`src/rtl/mini_src_pkg.sv`:
```
// rtl/mini_src_pkg.sv - Mini-SRC opcodes, ALU codes, control-vector bit map and sequencer states
package mini_src_pkg;

  localparam int CTRL_W   = 21;
  localparam int ALU_OP_W = 4;

  localparam logic [4:0] OP_LD   = 5'd0;
  localparam logic [4:0] OP_LDI  = 5'd1;
  localparam logic [4:0] OP_ST   = 5'd2;
  localparam logic [4:0] OP_ADD  = 5'd3;
  localparam logic [4:0] OP_SUB  = 5'd4;
  localparam logic [4:0] OP_AND  = 5'd5;
  localparam logic [4:0] OP_OR   = 5'd6;
  localparam logic [4:0] OP_SHR  = 5'd7;
  localparam logic [4:0] OP_SHL  = 5'd8;
  localparam logic [4:0] OP_ROR  = 5'd9;
  localparam logic [4:0] OP_ROL  = 5'd10;
  localparam logic [4:0] OP_ADDI = 5'd11;
  localparam logic [4:0] OP_ANDI = 5'd12;
  localparam logic [4:0] OP_ORI  = 5'd13;
  localparam logic [4:0] OP_MUL  = 5'd14;
  localparam logic [4:0] OP_DIV  = 5'd15;
  localparam logic [4:0] OP_NEG  = 5'd16;
  localparam logic [4:0] OP_NOT  = 5'd17;
  localparam logic [4:0] OP_BR   = 5'd18;
  localparam logic [4:0] OP_JR   = 5'd19;
  localparam logic [4:0] OP_JAL  = 5'd20;
  localparam logic [4:0] OP_IN   = 5'd21;
  localparam logic [4:0] OP_OUT  = 5'd22;
  localparam logic [4:0] OP_MFHI = 5'd23;
  localparam logic [4:0] OP_MFLO = 5'd24;
  localparam logic [4:0] OP_NOP  = 5'd25;
  localparam logic [4:0] OP_HALT = 5'd26;

  localparam logic [ALU_OP_W-1:0] ALU_ADD = 4'd0;
  localparam logic [ALU_OP_W-1:0] ALU_SUB = 4'd1;
  localparam logic [ALU_OP_W-1:0] ALU_AND = 4'd2;
  localparam logic [ALU_OP_W-1:0] ALU_OR  = 4'd3;
  localparam logic [ALU_OP_W-1:0] ALU_SHR = 4'd4;
  localparam logic [ALU_OP_W-1:0] ALU_SHL = 4'd5;
  localparam logic [ALU_OP_W-1:0] ALU_ROR = 4'd6;
  localparam logic [ALU_OP_W-1:0] ALU_ROL = 4'd7;
  localparam logic [ALU_OP_W-1:0] ALU_MUL = 4'd8;
  localparam logic [ALU_OP_W-1:0] ALU_DIV = 4'd9;
  localparam logic [ALU_OP_W-1:0] ALU_NEG = 4'd10;
  localparam logic [ALU_OP_W-1:0] ALU_NOT = 4'd11;

  localparam int PC_OUT      = 0;
  localparam int PC_IN       = 1;
  localparam int INC_PC      = 2;
  localparam int MAR_IN      = 3;
  localparam int MDR_IN      = 4;
  localparam int MDR_OUT     = 5;
  localparam int MEM_READ    = 6;
  localparam int MEM_WRITE   = 7;
  localparam int IR_IN       = 8;
  localparam int Y_IN        = 9;
  localparam int Z_IN        = 10;
  localparam int Z_LO_OUT    = 11;
  localparam int Z_HI_OUT    = 12;
  localparam int HI_IN       = 13;
  localparam int LO_IN       = 14;
  localparam int HI_OUT      = 15;
  localparam int LO_OUT      = 16;
  localparam int C_OUT       = 17;
  localparam int CON_IN      = 18;
  localparam int INPORT_OUT  = 19;
  localparam int OUTPORT_IN  = 20;

  // T-states are consecutive so the sequencer can step with a plain increment.
  typedef enum logic [3:0] {
    RESET_S = 4'd0,
    T0      = 4'd1,
    T1      = 4'd2,
    T2      = 4'd3,
    T3      = 4'd4,
    T4      = 4'd5,
    T5      = 4'd6,
    T6      = 4'd7,
    T7      = 4'd8,
    HALT_S  = 4'd9
  } state_t;

  typedef enum logic [3:0] {
    CLS_NONE, CLS_RTYPE, CLS_IMM, CLS_LDI, CLS_LD, CLS_ST, CLS_MULDIV,
    CLS_UNARY, CLS_BR, CLS_JR, CLS_IN, CLS_OUT, CLS_MFHI, CLS_MFLO, CLS_HALT
  } instr_class_t;

  function automatic state_t last_step(instr_class_t c);
    case (c)
      CLS_RTYPE, CLS_IMM, CLS_LDI: return T5;
      CLS_LD, CLS_ST:              return T7;
      CLS_MULDIV, CLS_BR:          return T6;
      CLS_UNARY:                   return T4;
      default:                     return T3;
    endcase
  endfunction

endpackage

```
`src/rtl/control_sequencer_if.sv`:
```
// rtl/control_sequencer_if.sv - instruction inputs and control strobes between sequencer and datapath
interface control_sequencer_if;
  import mini_src_pkg::*;

  logic [31:0]         in_ir;
  logic                in_con_ff;
  logic                in_stop;
  logic                out_gra;
  logic                out_grb;
  logic                out_grc;
  logic                out_read;
  logic                out_write;
  logic                out_base_addr_read;
  logic [CTRL_W-1:0]   out_ctrl;
  logic [ALU_OP_W-1:0] out_alu_op;
  logic                out_run;

  modport master (
    input  in_ir, in_con_ff, in_stop,
    output out_gra, out_grb, out_grc, out_read, out_write, out_base_addr_read,
           out_ctrl, out_alu_op, out_run
  );

  modport slave (
    output in_ir, in_con_ff, in_stop,
    input  out_gra, out_grb, out_grc, out_read, out_write, out_base_addr_read,
           out_ctrl, out_alu_op, out_run
  );

endinterface

```
`src/rtl/opcode_class_decode.sv`:
```
// rtl/opcode_class_decode.sv - maps an opcode to its execute-sequence class and ALU operation
module opcode_class_decode
  import mini_src_pkg::*;
(
  input  logic [4:0]          opcode,
  output instr_class_t        cls,
  output logic [ALU_OP_W-1:0] alu_op
);

  // Loads, stores and branches compute addresses, so they fall through to ADD.
  always_comb begin
    cls    = CLS_NONE;
    alu_op = ALU_ADD;
    case (opcode)
      OP_LD:   cls = CLS_LD;
      OP_LDI:  cls = CLS_LDI;
      OP_ST:   cls = CLS_ST;
      OP_ADD:  begin cls = CLS_RTYPE;  alu_op = ALU_ADD; end
      OP_SUB:  begin cls = CLS_RTYPE;  alu_op = ALU_SUB; end
      OP_AND:  begin cls = CLS_RTYPE;  alu_op = ALU_AND; end
      OP_OR:   begin cls = CLS_RTYPE;  alu_op = ALU_OR;  end
      OP_SHR:  begin cls = CLS_RTYPE;  alu_op = ALU_SHR; end
      OP_SHL:  begin cls = CLS_RTYPE;  alu_op = ALU_SHL; end
      OP_ROR:  begin cls = CLS_RTYPE;  alu_op = ALU_ROR; end
      OP_ROL:  begin cls = CLS_RTYPE;  alu_op = ALU_ROL; end
      OP_ADDI: begin cls = CLS_IMM;    alu_op = ALU_ADD; end
      OP_ANDI: begin cls = CLS_IMM;    alu_op = ALU_AND; end
      OP_ORI:  begin cls = CLS_IMM;    alu_op = ALU_OR;  end
      OP_MUL:  begin cls = CLS_MULDIV; alu_op = ALU_MUL; end
      OP_DIV:  begin cls = CLS_MULDIV; alu_op = ALU_DIV; end
      OP_NEG:  begin cls = CLS_UNARY;  alu_op = ALU_NEG; end
      OP_NOT:  begin cls = CLS_UNARY;  alu_op = ALU_NOT; end
      OP_BR:   cls = CLS_BR;
      OP_JR:   cls = CLS_JR;
      OP_IN:   cls = CLS_IN;
      OP_OUT:  cls = CLS_OUT;
      OP_MFHI: cls = CLS_MFHI;
      OP_MFLO: cls = CLS_MFLO;
      OP_HALT: cls = CLS_HALT;
      default: cls = CLS_NONE;
    endcase
  end

endmodule

```
`src/rtl/control_sequencer.sv`:
```
// rtl/control_sequencer.sv - hardwired Mini-SRC control unit: fetch T0-T2, execute T3-T7
module control_sequencer
  import mini_src_pkg::*;
(
  input  logic                in_clk,
  input  logic                in_rst_n,
  control_sequencer_if.master bus
);

  state_t              state, state_nxt;
  instr_class_t        cls;
  logic [ALU_OP_W-1:0] dec_alu;
  logic [CTRL_W-1:0]   ctrl;
  logic [ALU_OP_W-1:0] alu;
  logic                gra, grb, grc, rd, wr, bar;
  logic                unused_ir;

  assign unused_ir = ^bus.in_ir[26:0];

  opcode_class_decode u_decode (
    .opcode (bus.in_ir[31:27]),
    .cls    (cls),
    .alu_op (dec_alu)
  );

  always_ff @(posedge in_clk or negedge in_rst_n) begin
    if (!in_rst_n) state <= RESET_S;
    else           state <= state_nxt;
  end

  always_comb begin
    state_nxt = state;
    case (state)
      RESET_S: state_nxt = T0;
      T0, T1, T2: state_nxt = state_t'(state + 4'd1);
      T3, T4, T5, T6, T7: begin
        if (state == last_step(cls))
          state_nxt = (cls == CLS_HALT || bus.in_stop) ? HALT_S : T0;
        else
          state_nxt = state_t'(state + 4'd1);
      end
      HALT_S:  state_nxt = HALT_S;
      default: state_nxt = RESET_S;
    endcase
  end

  always_comb begin
    ctrl = '0;
    alu  = ALU_ADD;
    gra  = 1'b0;
    grb  = 1'b0;
    grc  = 1'b0;
    rd   = 1'b0;
    wr   = 1'b0;
    bar  = 1'b0;
    case (state)
      T0: begin ctrl[PC_OUT] = 1'b1; ctrl[MAR_IN] = 1'b1; ctrl[INC_PC] = 1'b1; ctrl[Z_IN] = 1'b1; end
      T1: begin ctrl[MEM_READ] = 1'b1; ctrl[MDR_IN] = 1'b1; end
      T2: begin ctrl[MDR_OUT] = 1'b1; ctrl[IR_IN] = 1'b1; end
      T3: begin
        case (cls)
          CLS_RTYPE, CLS_IMM:       begin grb = 1'b1; rd = 1'b1; ctrl[Y_IN] = 1'b1; end
          CLS_LDI, CLS_LD, CLS_ST:  begin grb = 1'b1; bar = 1'b1; ctrl[Y_IN] = 1'b1; end
          CLS_MULDIV:               begin gra = 1'b1; rd = 1'b1; ctrl[Y_IN] = 1'b1; end
          CLS_UNARY:   begin grb = 1'b1; rd = 1'b1; ctrl[Z_IN] = 1'b1; alu = dec_alu; end
          CLS_BR:      begin gra = 1'b1; rd = 1'b1; ctrl[CON_IN] = 1'b1; end
          CLS_JR:      begin gra = 1'b1; rd = 1'b1; ctrl[PC_IN] = 1'b1; end
          CLS_IN:      begin gra = 1'b1; wr = 1'b1; ctrl[INPORT_OUT] = 1'b1; end
          CLS_OUT:     begin gra = 1'b1; rd = 1'b1; ctrl[OUTPORT_IN] = 1'b1; end
          CLS_MFHI:    begin gra = 1'b1; wr = 1'b1; ctrl[HI_OUT] = 1'b1; end
          CLS_MFLO:    begin gra = 1'b1; wr = 1'b1; ctrl[LO_OUT] = 1'b1; end
          default: ;
        endcase
      end
      T4: begin
        case (cls)
          CLS_RTYPE:  begin grc = 1'b1; rd = 1'b1; ctrl[Z_IN] = 1'b1; alu = dec_alu; end
          CLS_IMM, CLS_LDI, CLS_LD, CLS_ST:
                      begin ctrl[C_OUT] = 1'b1; ctrl[Z_IN] = 1'b1; alu = dec_alu; end
          CLS_MULDIV: begin grb = 1'b1; rd = 1'b1; ctrl[Z_IN] = 1'b1; alu = dec_alu; end
          CLS_UNARY:  begin ctrl[Z_LO_OUT] = 1'b1; gra = 1'b1; wr = 1'b1; end
          CLS_BR:     begin ctrl[PC_OUT] = 1'b1; ctrl[Y_IN] = 1'b1; end
          default: ;
        endcase
      end
      T5: begin
        case (cls)
          CLS_RTYPE, CLS_IMM, CLS_LDI: begin ctrl[Z_LO_OUT] = 1'b1; gra = 1'b1; wr = 1'b1; end
          CLS_LD, CLS_ST: begin ctrl[Z_LO_OUT] = 1'b1; ctrl[MAR_IN] = 1'b1; end
          CLS_MULDIV:     begin ctrl[Z_LO_OUT] = 1'b1; ctrl[LO_IN] = 1'b1; end
          CLS_BR:         begin ctrl[C_OUT] = 1'b1; ctrl[Z_IN] = 1'b1; alu = ALU_ADD; end
          default: ;
        endcase
      end
      T6: begin
        case (cls)
          CLS_LD:     begin ctrl[MEM_READ] = 1'b1; ctrl[MDR_IN] = 1'b1; end
          CLS_ST:     begin gra = 1'b1; rd = 1'b1; ctrl[MDR_IN] = 1'b1; end
          CLS_MULDIV: begin ctrl[Z_HI_OUT] = 1'b1; ctrl[HI_IN] = 1'b1; end
          // The only input-to-output path: branch taken loads the PC.
          CLS_BR:     begin ctrl[Z_LO_OUT] = 1'b1; ctrl[PC_IN] = bus.in_con_ff; end
          default: ;
        endcase
      end
      T7: begin
        case (cls)
          CLS_LD:  begin ctrl[MDR_OUT] = 1'b1; gra = 1'b1; wr = 1'b1; end
          CLS_ST:  ctrl[MEM_WRITE] = 1'b1;
          default: ;
        endcase
      end
      default: ;
    endcase
  end

  assign bus.out_ctrl           = ctrl;
  assign bus.out_alu_op         = alu;
  assign bus.out_gra            = gra;
  assign bus.out_grb            = grb;
  assign bus.out_grc            = grc;
  assign bus.out_read           = rd;
  assign bus.out_write          = wr;
  assign bus.out_base_addr_read = bar;
  assign bus.out_run            = (state != RESET_S) && (state != HALT_S);

endmodule

```
`src/flat_wrapper.sv`:
```
// flat-port wrapper written by rule: the top's interface ports become plain ports
module control_sequencer_flat import mini_src_pkg::*;
  (in_clk, in_rst_n, bus_in_ir, bus_in_con_ff, bus_in_stop, bus_out_gra, bus_out_grb, bus_out_grc, bus_out_read, bus_out_write, bus_out_base_addr_read, bus_out_ctrl, bus_out_alu_op, bus_out_run);
  control_sequencer_if bus_i ();
  input  logic in_clk;
  input  logic in_rst_n;
  input wire logic [$bits(bus_i.in_ir)-1:0] bus_in_ir;
  input wire logic [$bits(bus_i.in_con_ff)-1:0] bus_in_con_ff;
  input wire logic [$bits(bus_i.in_stop)-1:0] bus_in_stop;
  output wire logic [$bits(bus_i.out_gra)-1:0] bus_out_gra;
  output wire logic [$bits(bus_i.out_grb)-1:0] bus_out_grb;
  output wire logic [$bits(bus_i.out_grc)-1:0] bus_out_grc;
  output wire logic [$bits(bus_i.out_read)-1:0] bus_out_read;
  output wire logic [$bits(bus_i.out_write)-1:0] bus_out_write;
  output wire logic [$bits(bus_i.out_base_addr_read)-1:0] bus_out_base_addr_read;
  output wire logic [$bits(bus_i.out_ctrl)-1:0] bus_out_ctrl;
  output wire logic [$bits(bus_i.out_alu_op)-1:0] bus_out_alu_op;
  output wire logic [$bits(bus_i.out_run)-1:0] bus_out_run;
  assign bus_i.in_ir = bus_in_ir;
  assign bus_i.in_con_ff = bus_in_con_ff;
  assign bus_i.in_stop = bus_in_stop;
  assign bus_out_gra = bus_i.out_gra;
  assign bus_out_grb = bus_i.out_grb;
  assign bus_out_grc = bus_i.out_grc;
  assign bus_out_read = bus_i.out_read;
  assign bus_out_write = bus_i.out_write;
  assign bus_out_base_addr_read = bus_i.out_base_addr_read;
  assign bus_out_ctrl = bus_i.out_ctrl;
  assign bus_out_alu_op = bus_i.out_alu_op;
  assign bus_out_run = bus_i.out_run;
  control_sequencer u_core (.in_clk(in_clk), .in_rst_n(in_rst_n), .bus(bus_i));
endmodule
```
`config.mk`:
```
export PLATFORM = sky130hd
export DESIGN_NAME = control_sequencer_flat
export DESIGN_NICKNAME = d
export VERILOG_FILES = /design/src/rtl/mini_src_pkg.sv /design/src/rtl/control_sequencer_if.sv /design/src/rtl/opcode_class_decode.sv /design/src/rtl/control_sequencer.sv /design/src/flat_wrapper.sv
export SDC_FILE = /design/constraint.sdc
export NUM_CORES = 1
export LEC_CHECK = 0
export ABC_AREA = 1
export BUFFER_PORTS_ARGS = -buffer_cell sky130_fd_sc_hd__buf_2
export CORE_ASPECT_RATIO = 0.8
export CORE_MARGIN = 2
export CORE_UTILIZATION = 40
export DETAILED_ROUTE_END_ITERATION = 16
export HOLD_SLACK_MARGIN = 0.08
export PLACE_DENSITY = 0.73
export SYNTH_ARGS = -nofsm -noshare
export SYNTH_HDL_FRONTEND = slang
export SYNTH_HIERARCHICAL = 1
export SYNTH_SLANG_ARGS = --single-unit
```
`constraint.sdc`:
```
create_clock -name in_clk -period 2 [get_ports in_clk]
set_input_delay 0.2 -clock in_clk [delete_from_list [all_inputs] [get_ports in_clk]]
set_output_delay 0.2 -clock in_clk [all_outputs]
set_load 0.01 [all_outputs]
```
==> results of run 1 <==
[timing repair]
item,in CTS,in global routing
pin swaps,19,38
endpoints found under the setup margin,23,31
hold buffers,1,0
setup buffers,12,12
endpoints found under the hold margin,4,0
gates resized for setup,55,99
[layout make-up]
type / count / area, µm² / share of cell area (%)
Clock buffer: 3 / 41.3 / 1.65
Timing Repair Buffer: 105 / 821 / 32.8
Inverter: 45 / 200 / 8.00
Tap cell: 38 / 47.5 / 1.90
Multi-Input combinational cell: 178 / 1290 / 51.6
Sequential cell: 4 / 101 / 4.05
[path summary, 6_finish.rpt]
| kind | startpoint | end | depth (start not counted) |
|---|---|---|---|
| min in group in_clk | bus_in_stop | u_core/state[3] | 4 |
| setup reg to reg | u_core/state[0] | u_core/state[3] | 8 |
| max in group asynchronous | in_rst_n | u_core/state[1] | 2 |
| hold reg to reg | u_core/state[2] | u_core/state[2] | 3 |
| hold / removal | in_rst_n | u_core/state[3] | 2 |
| setup / recovery | bus_in_ir[31] | bus_out_gra | 15 |
[placed cells by master (no fill, tap or decap), types with 4 or more instances in the layout]
cell,count
a21oi_1,4
buf_2,33
buf_4,50
buf_6,16
inv_1,22
inv_2,15
inv_4,5
nand2_1,25
nand2_2,26
nand2_4,7
nand3_1,15
nand3_2,19
nand4_1,5
nor2_1,18
nor2_2,7
nor2_4,14
nor3_2,4
o21ai_0,4
o21ai_1,5
[cell families (layout without fill, tap and decap cells)]
logic type      after synthesis  in the layout  synth area share [%]
buf+inv                      49            153                  16.7
simple gates                149            149                  58.1
xor+xnor                      2              2                  1.42
fa+ha+maj                     4              4                  4.06
compound gates               23             23                  11.6
flops                         4              4                  8.11
[synthesized netlist by cell type]
master | number | area, µm²
nand2_2 | 5 | 31.3
or2_1 | 1 | 6.26
inv_1 | 35 | 131
inv_2 | 10 | 37.5
nand3_1 | 30 | 150
o31ai_1 | 1 | 7.51
buf_4 | 2 | 15.0
nor2_2 | 7 | 43.8
and3_1 | 1 | 6.26
o21ai_0 | 8 | 40.0
a21boi_1 | 1 | 7.51
nand3_2 | 4 | 40.0
nor2_4 | 4 | 45.0
nor3_2 | 1 | 10.0
o21ai_1 | 4 | 20.0
a21oi_1 | 6 | 30.0
a21oi_2 | 1 | 8.76
ha_1 | 4 | 50.1
o21bai_1 | 1 | 7.51
nor2_1 | 28 | 105
a22oi_4 | 1 | 21.3
nand2_1 | 54 | 203
buf_6 | 2 | 22.5
nor3_1 | 9 | 45.0
nand4_1 | 5 | 31.3
xor2_1 | 2 | 17.5
dfrtp_1 | 4 | 100
[routing by layer]
layer  vias to the layer above  routed length (µm)  GRT usage (%)
li1                        946                   -              -
met1                      1025                2690           38.4
met4                         0                 395           11.6
met3                        53                 887           5.02
met2                       217                3290           51.2
met5                         -                   0              0
[through the flow]
step	instances	TNS [ps]	util, %	cell area, µm²
finish	373	-2750	87.8	2500
global route	373	-4280	87.8	2500
CTS	362	0	72.6	2070
detailed placement	346	-2520	61.5	1750
global placement	346	-2120	61.5	1750
floorplan	231	0	-	1230
[report_power, final]
part,internal (µW),leakage (µW),switching (µW)
combinational,575,0.00129,906
clock,129,0.0000216,44.5
sequential,113,0.0000504,44.1
==> qor.yml, run 1 <==
clocking:
  clock_latency_ps: 220
  tritoncts: "done"
  cts_inserted_buffers: 3
  cts.sinks: 4
  clk_pin_slew_worst_paths_ps: 30
  clk_path_buf_depth: 2
  cts_max_level: 1
  root_buffer: "clkbuf_8"
synthesis:
  syn_nets: 271
  synth_warnings: 6
  avgSynthCellArea_um2: 5.34
  syn_area_um2: 1230
  ys_seq_elements: 4
  ys_types: 27
  synth_cells: 231
  yosysSeqAreaShare_pct: 8.11
pwr:
  ir_drop_mv: 0.838
  p_per_area_nw_per_um2: 724
  total_power_uw: 1810
  leakage_uw: 0.00136
worst_setup_path:
  cp.required_ps: 1800
  cp_max_fo: 8
  cpPeakStageDelay_ps: 220
  endpoint_kind: "output pin"
  reg2reg_slack_ps: 140
  crit_chain: "buf_8 > buf_6 > nand3_1 > nand2_1 > nor2_1 > nand2_2 > buf_6 > nor2_4 > inv_2 > nor3_2 > inv_1 > nand2_1 > inv_2 > nand4_1 > buf_2"
  start_kind: "input port"
  cp_slowest_cell: "nor3_2"
  arrival_ps: 2100
  crit_buf_inv: 7
  critPathKind: "in -> out"
  cpLargestDelayFamily: "simple AND/OR/NAND/NOR gates"
grt:
  antenna_found_initial: 0
  grt-ovfl-total: 0
  track_usage_pct: 30.0
  grt_pass1_vias: 1845
  grt_pass1_wl_mm: 8.21
  grt_max_degree: 9
drt:
  via_count: 2241
  drtIter0Drc: 314
  via_per_inst: 6.01
  finalWirelength_mm: 7.27
  first_pass_iters: 7
  drc: 0
  antenna_left: 0
  wl_per_cell_um: 19.5
flow_run:
  drv_cap: 0
die:
  rows: 17
  core_area_um2: 2850
  die_x_um: 66.1
  die_area_um2: 3550
  io_pins: 68
  start_util_pct: 43.3
  die_h_um: 53.7
status:
  outcome: "complete, but fails checks"
  violations: "setup timing"
sta:
  fin_crit_ps: 2300
  worst_slew_pin_slew_ps: 348
  whs_ps: 338
  rsz0062_at_grt: "yes"
  maxSlewHeadroom_pct: 76.7
  fmaxAchievable_ghz: 0.434
  postLayoutSetupSlackWorst_ps: -304
  setup_viol: 26
  clock_skew_ps: 3.39
  fin_crit_sh_pct: 115
  finalMaxSlewViolations: 0
  timing.final.hold_violations: 0
placed_design:
  gp_congestion: 0.925
  hpwl_mm: 3.21
  numPortBuffers: 40
  place_ws_ps: -189
finish:
  top_regs: "u_core/state x4"
  largest_reg_flops: 4
  num-fill-cells: 119
  area_delta_synth_final_pct: 103
  layout-drive-gt1-share_pct: 66.0
  fin_nets: 377
  insertedDiodeCount: 0
  largest-register: "u_core/state"
hold_path:
  hp-class: "in -> async"
Power figures use the tool's default switching activity.
==> run 2: changes to the inputs <==
--- a/config.mk
+++ b/config.mk
@@ -7,11 +7,11 @@
 export LEC_CHECK = 0
 export ABC_AREA = 1
 export BUFFER_PORTS_ARGS = -buffer_cell sky130_fd_sc_hd__buf_2
-export CORE_ASPECT_RATIO = 0.8
+export CORE_ASPECT_RATIO = 1.5
 export CORE_MARGIN = 2
 export CORE_UTILIZATION = 40
+export CTS_BUF_LIST = sky130_fd_sc_hd__clkbuf_4
 export DETAILED_ROUTE_END_ITERATION = 16
-export HOLD_SLACK_MARGIN = 0.08
 export PLACE_DENSITY = 0.73
 export SYNTH_ARGS = -nofsm -noshare
 export SYNTH_HDL_FRONTEND = slang
==> run 2 against run 1 <==
The run still ends with setup timing left; sequential cell count is the same; hold slack got worse by 35 ps; wire length shrank 26%; critical path depth is 2 lower; die area is 0.18% higher; clock power fell by 45%; combinational power is 17% lower; power is 19% lower; sequential power decreased by 8%; non-clock buffer count fell by 12.
==> qor.yml, run 2 (synthesis gave the netlist of run 1 again) <==
clocking:
  clk_path_buf_depth: 2
  cts_inserted_buffers: 3
  cts.sinks: 4
  clk_pin_slew_worst_paths_ps: 40
  clock_latency_ps: 230
  tritoncts: "done"
  cts_max_level: 1
  root_buffer: "clkbuf_4"
drt:
  drc: 0
  wl_per_cell_um: 14.8
  antenna_left: 0
  first_pass_iters: 4
  via_per_inst: 5.32
  finalWirelength_mm: 5.35
  drtIter0Drc: 72
  via_count: 1927
grt:
  grt_pass1_wl_mm: 7.36
  antenna_found_initial: 0
  grt_pass1_vias: 1805
  grt-ovfl-total: 0
  track_usage_pct: 25.8
  grt_max_degree: 9
flow_run:
  drv_cap: 0
sta:
  finalMaxSlewViolations: 0
  fmaxAchievable_ghz: 0.477
  timing.final.hold_violations: 0
  fin_setup_tns_ps: -613
  whs_ps: 303
  worst_slew_pin_slew_ps: 256
  fin_crit_sh_pct: 105
  rsz0062_at_grt: "yes"
  setup_viol: 14
  maxSlewHeadroom_pct: 82.9
  clock_skew_ps: 6.18
  fin_crit_ps: 2100
  postLayoutSetupSlackWorst_ps: -95.9
worst_setup_path:
  arrival_ps: 1900
  start_kind: "input port"
  endpoint_kind: "output pin"
  critPathKind: "in -> out"
  cp_max_fo: 6
  reg2reg_slack_ps: 280
  cp.required_ps: 1800
die:
  die_area_um2: 3550
  core_area_um2: 2910
  die_h_um: 72.0
  rows: 24
  io_pins: 68
  start_util_pct: 42.4
  die_x_um: 49.3
hold_path:
  hp-class: "in -> async"
placed_design:
  place_ws_ps: -226
  place_inst: 345
  numPortBuffers: 40
  hpwl_mm: 3.17
  gp_congestion: 0.894
finish:
  layout_commonest_cell: "buf_4"
  largest-register: "u_core/state"
  num-fill-cells: 213
  fin_cells: 362
  area_delta_synth_final_pct: 88.5
  largest_reg_flops: 4
  layout-drive-gt1-share_pct: 59.8
  fin_nets: 365
  insertedDiodeCount: 0
  top_regs: "u_core/state x4"
  mostFrequentLayoutCells: "buf_4 (42), nand2_1 (38), buf_2 (32), inv_1 (24)"
pwr:
  p_per_area_nw_per_um2: 634
  leakage_uw: 0.00125
  total_power_uw: 1470
  ir_drop_mv: 0.476
status:
  outcome: "complete, but fails checks"
  violations: "setup timing"
## run 2: changes by cell type in the layout (fill, tap and decap cells not counted), sizes merged
| cell | before | now |
|---|---|---|
| clkinvlp | 1 | 0 |
| inv | 44 | 45 |
| buf | 104 | 92 |
## run 2: per-layer routing
metal / track usage [%] / share of wire [%] / vias up
met5: 0 / 0 / -
met3: 3.50 / 4.9 / 23
met1: 23.6 / 33 / 895
met2: 53.2 / 57 / 83
li1: - / - / 926
met4: 13.0 / 5.3 / 0
## run 2: worst max-delay path: stages
cell and delay (ps):
buf_12 110, nor2_2 180, nand3_1 120, a21boi_2 180, nand2_2 170, buf_6 140, nor2_4 40, buf_12 120
nand2_4 80, nand2_1 80, o31ai_2 200, nand4_1 110, buf_2 160
## run 2: path summary, 6_finish.rpt
check / from / endpoint / cells after the start
max: bus_in_ir[28] / bus_out_read / 13
min: in_rst_n / u_core/state[1] / 2
max reg2reg: u_core/state[0] / u_core/state[2] / 8
min reg2reg: u_core/state[3] / u_core/state[3] / 2
max in group asynchronous: in_rst_n / u_core/state[2] / 2
min in group in_clk: bus_in_stop / u_core/state[3] / 4
## run 2: stage by stage
stage	cell area, µm²	util, %
floorplan	1230	-
global placement	1740	59.7
detailed placement	1740	59.7
CTS	1950	67.1
global route	2330	79.9
finish	2330	79.9
## run 2: timing repair
action / 4_1_cts / 5_1_grt
gates resized for setup: 48 / 83
endpoints found under the setup margin: 20 / 25
endpoints found under the hold margin: 4 / 0
hold buffers: 1 / 0
pin swaps: 20 / 37
buffers inserted: 4 / 9
## run 2: report_power, final
group          switching, µW  total, µW  internal, µW
combinational            730       1230           505
clock                   29.1       96.0          66.8
sequential              33.3        144           111
total                    792       1470           682
## run 2: area by class of cell
cell class / instances / area (µm²) / share of cell area (%)
tap: 39 / 48.8 / 2.10
timing repair buffer: 93 / 741 / 31.8
inverter: 45 / 194 / 8.34
clock buffer: 3 / 22.5 / 0.968
sequential: 4 / 100 / 4.30
multi-input combinational: 178 / 1220 / 52.4
==> run 3: changes to the inputs <==
--- a/config.mk
+++ b/config.mk
@@ -12,6 +12,7 @@
 export CORE_UTILIZATION = 40
 export CTS_BUF_LIST = sky130_fd_sc_hd__clkbuf_4
 export DETAILED_ROUTE_END_ITERATION = 16
+export MAX_ROUTING_LAYER = met4
 export PLACE_DENSITY = 0.73
 export SYNTH_ARGS = -nofsm -noshare
 export SYNTH_HDL_FRONTEND = slang
==> run 3 against run 2 <==
Via count up 0.88%; power about the same; highest routed layer unchanged; maximum frequency down 0.77%; clock skew about the same; count of clock-buffer cells in the layout unchanged; non-clock buffer count unchanged; sequential share of layout area unchanged; die area unchanged; largest cell class unchanged; hold slack about the same; final area unchanged; sequential cell count unchanged; register-to-register slack about the same; the flow still finishes with violations (setup timing).
==> qor.yml, run 3 (synthesis gave the netlist of run 1 again) <==
worst_setup_path:
  start_kind: "input port"
  cp.required_ps: 1800
  crit_buf_inv: 4
  endpoint_kind: "output pin"
  rr_worst_depth: 8
  cpPeakStageDelay_ps: 210
  critical_path_cell_count: 13
  crit_top_cell: "buf_12"
  critPathKind: "in -> out"
  arrival_ps: 1910
  reg2reg_slack_ps: 270
  r2r-end: "u_core/state[2]"
  cpLargestDelayFamily: "simple AND/OR/NAND/NOR gates"
  cp_max_fo: 6
  crit_chain: "buf_12 > nor2_2 > nand3_1 > a21boi_2 > nand2_2 > buf_6 > nor2_4 > buf_12 > nand2_4 > nand2_1 > o31ai_2 > nand4_1 > buf_2"
  r2r_start: "u_core/state[0]"
  cp_slowest_cell: "o31ai_2"
finish:
  top_regs: "u_core/state x4"
  utilization_pct: 79.9
  layout-drive-gt1-share_pct: 59.8
  fin_nets: 365
  num-fill-cells: 213
  postLayoutCellArea_um2: 2330
  largest_reg_flops: 4
  area_delta_synth_final_pct: 88.5
  layout_commonest_cell: "buf_4"
  fin_cells: 362
  mostFrequentLayoutCells: "buf_4 (42), nand2_1 (38), buf_2 (32), inv_1 (24)"
  insertedDiodeCount: 0
  largest-register: "u_core/state"
die:
  core_area_um2: 2910
  die_x_um: 49.3
  io_pins: 68
  rows: 24
  start_util_pct: 42.4
  die_area_um2: 3550
  die_h_um: 72.0
sta:
  worst_slew_pin_slew_ps: 255
  clock_skew_ps: 5.95
  setup_viol: 15
  timing.final.hold_violations: 0
  postLayoutSetupSlackWorst_ps: -112
  finalMaxSlewViolations: 0
  fin_crit_ps: 2110
  fmaxAchievable_ghz: 0.473
  rsz0062_at_grt: "yes"
  fin_crit_sh_pct: 106
  maxSlewHeadroom_pct: 83.0
placed_design:
  hpwl_mm: 3.17
  place_ws_ps: -226
  gp_congestion: 0.909
  numPortBuffers: 40
  placed_cell_area_um2: 1740
  place_inst: 345
clocking:
  clk_pin_slew_worst_paths_ps: 40
  clock_latency_ps: 230
  cts_inserted_buffers: 3
  clk_path_buf_depth: 2
  cts_max_level: 1
  tritoncts: "done"
  root_buffer: "clkbuf_4"
  cts.sinks: 4
drt:
  wl_met2_mm: 3.02
  top_layer: "met4"
  finalWirelength_mm: 5.36
  drtIter0Drc: 84
  via_per_inst: 5.37
  drc: 0
  wl_met1_mm: 1.77
  wl_met3_um: 272
  via_count: 1944
  wl_per_cell_um: 14.8
  first_pass_iters: 4
  antenna_left: 0
status:
  outcome: "complete, but fails checks"
  violations: "setup timing"
flow_run:
  drv_cap: 0
grt:
  grt_pass1_wl_mm: 7.36
  grt_pass1_vias: 1813
  antenna_found_initial: 0
  grt_max_degree: 9
  grt-ovfl-total: 0
  track_usage_pct: 26.4
pwr:
  leakage_uw: 0.00125
  ir_drop_mv: 0.478
  total_power_uw: 1480
  p_per_area_nw_per_um2: 634
hold_path:
  hp-class: "in -> async"
==> run 3: power by group <==
group          total (µW)  internal [µW]  switching [µW]
Combinational        1230            504             730
Clock                95.8           66.8            29.0
Sequential            145            111            33.9
==> run 3: how the worst max path moves through the flow <==
stage	startpoint	to	slack [ps]
2_1_floorplan	bus_in_ir[30]	bus_out_ctrl[13]	40
3_3_place_gp	bus_in_ir[30]	bus_out_ctrl[10]	-220
3_5_place_dp	bus_in_ir[30]	bus_out_ctrl[10]	-230
4_1_cts	bus_in_ir[29]	bus_out_ctrl[10]	-30
5_1_grt	bus_in_ir[28]	bus_out_read	-190
6_report	bus_in_ir[28]	bus_out_read	-110
==> run 3: timing repair <==
item,CTS,global route
hold buffers,1,0
endpoints found under the setup margin,20,25
pin swaps,20,36
buffers inserted,4,9
hold endpoints to repair,4,0
resized for setup,48,83
==> run 3: layer usage <==
layer,GRT usage (%),up-vias
li1,-,928
met1,23.7,905
met2,53.2,87
met3,2.88,24
met4,13.0,0
met5,-,-
==> run 3: final cells by class <==
cell class / count / area [µm²] / area share, %
Inverter: 45 / 194 / 8.34
Timing Repair Buffer: 93 / 741 / 31.8
Sequential cell: 4 / 100 / 4.30
Multi-Input combinational cell: 178 / 1220 / 52.4
Clock buffer: 3 / 22.5 / 0.968
Tap cell: 39 / 48.8 / 2.10
==> run 3: per-stage QoR <==
| stage | TNS, ps | hold slack, ps |
|---|---|---|
| floorplan | 0 | -95.6 |
| global placement | -2600 | 2.83 |
| detailed placement | -3040 | 3.63 |
| CTS | -47.8 | 292 |
| global route | -2530 | 310 |
| finish | -649 | 303 |
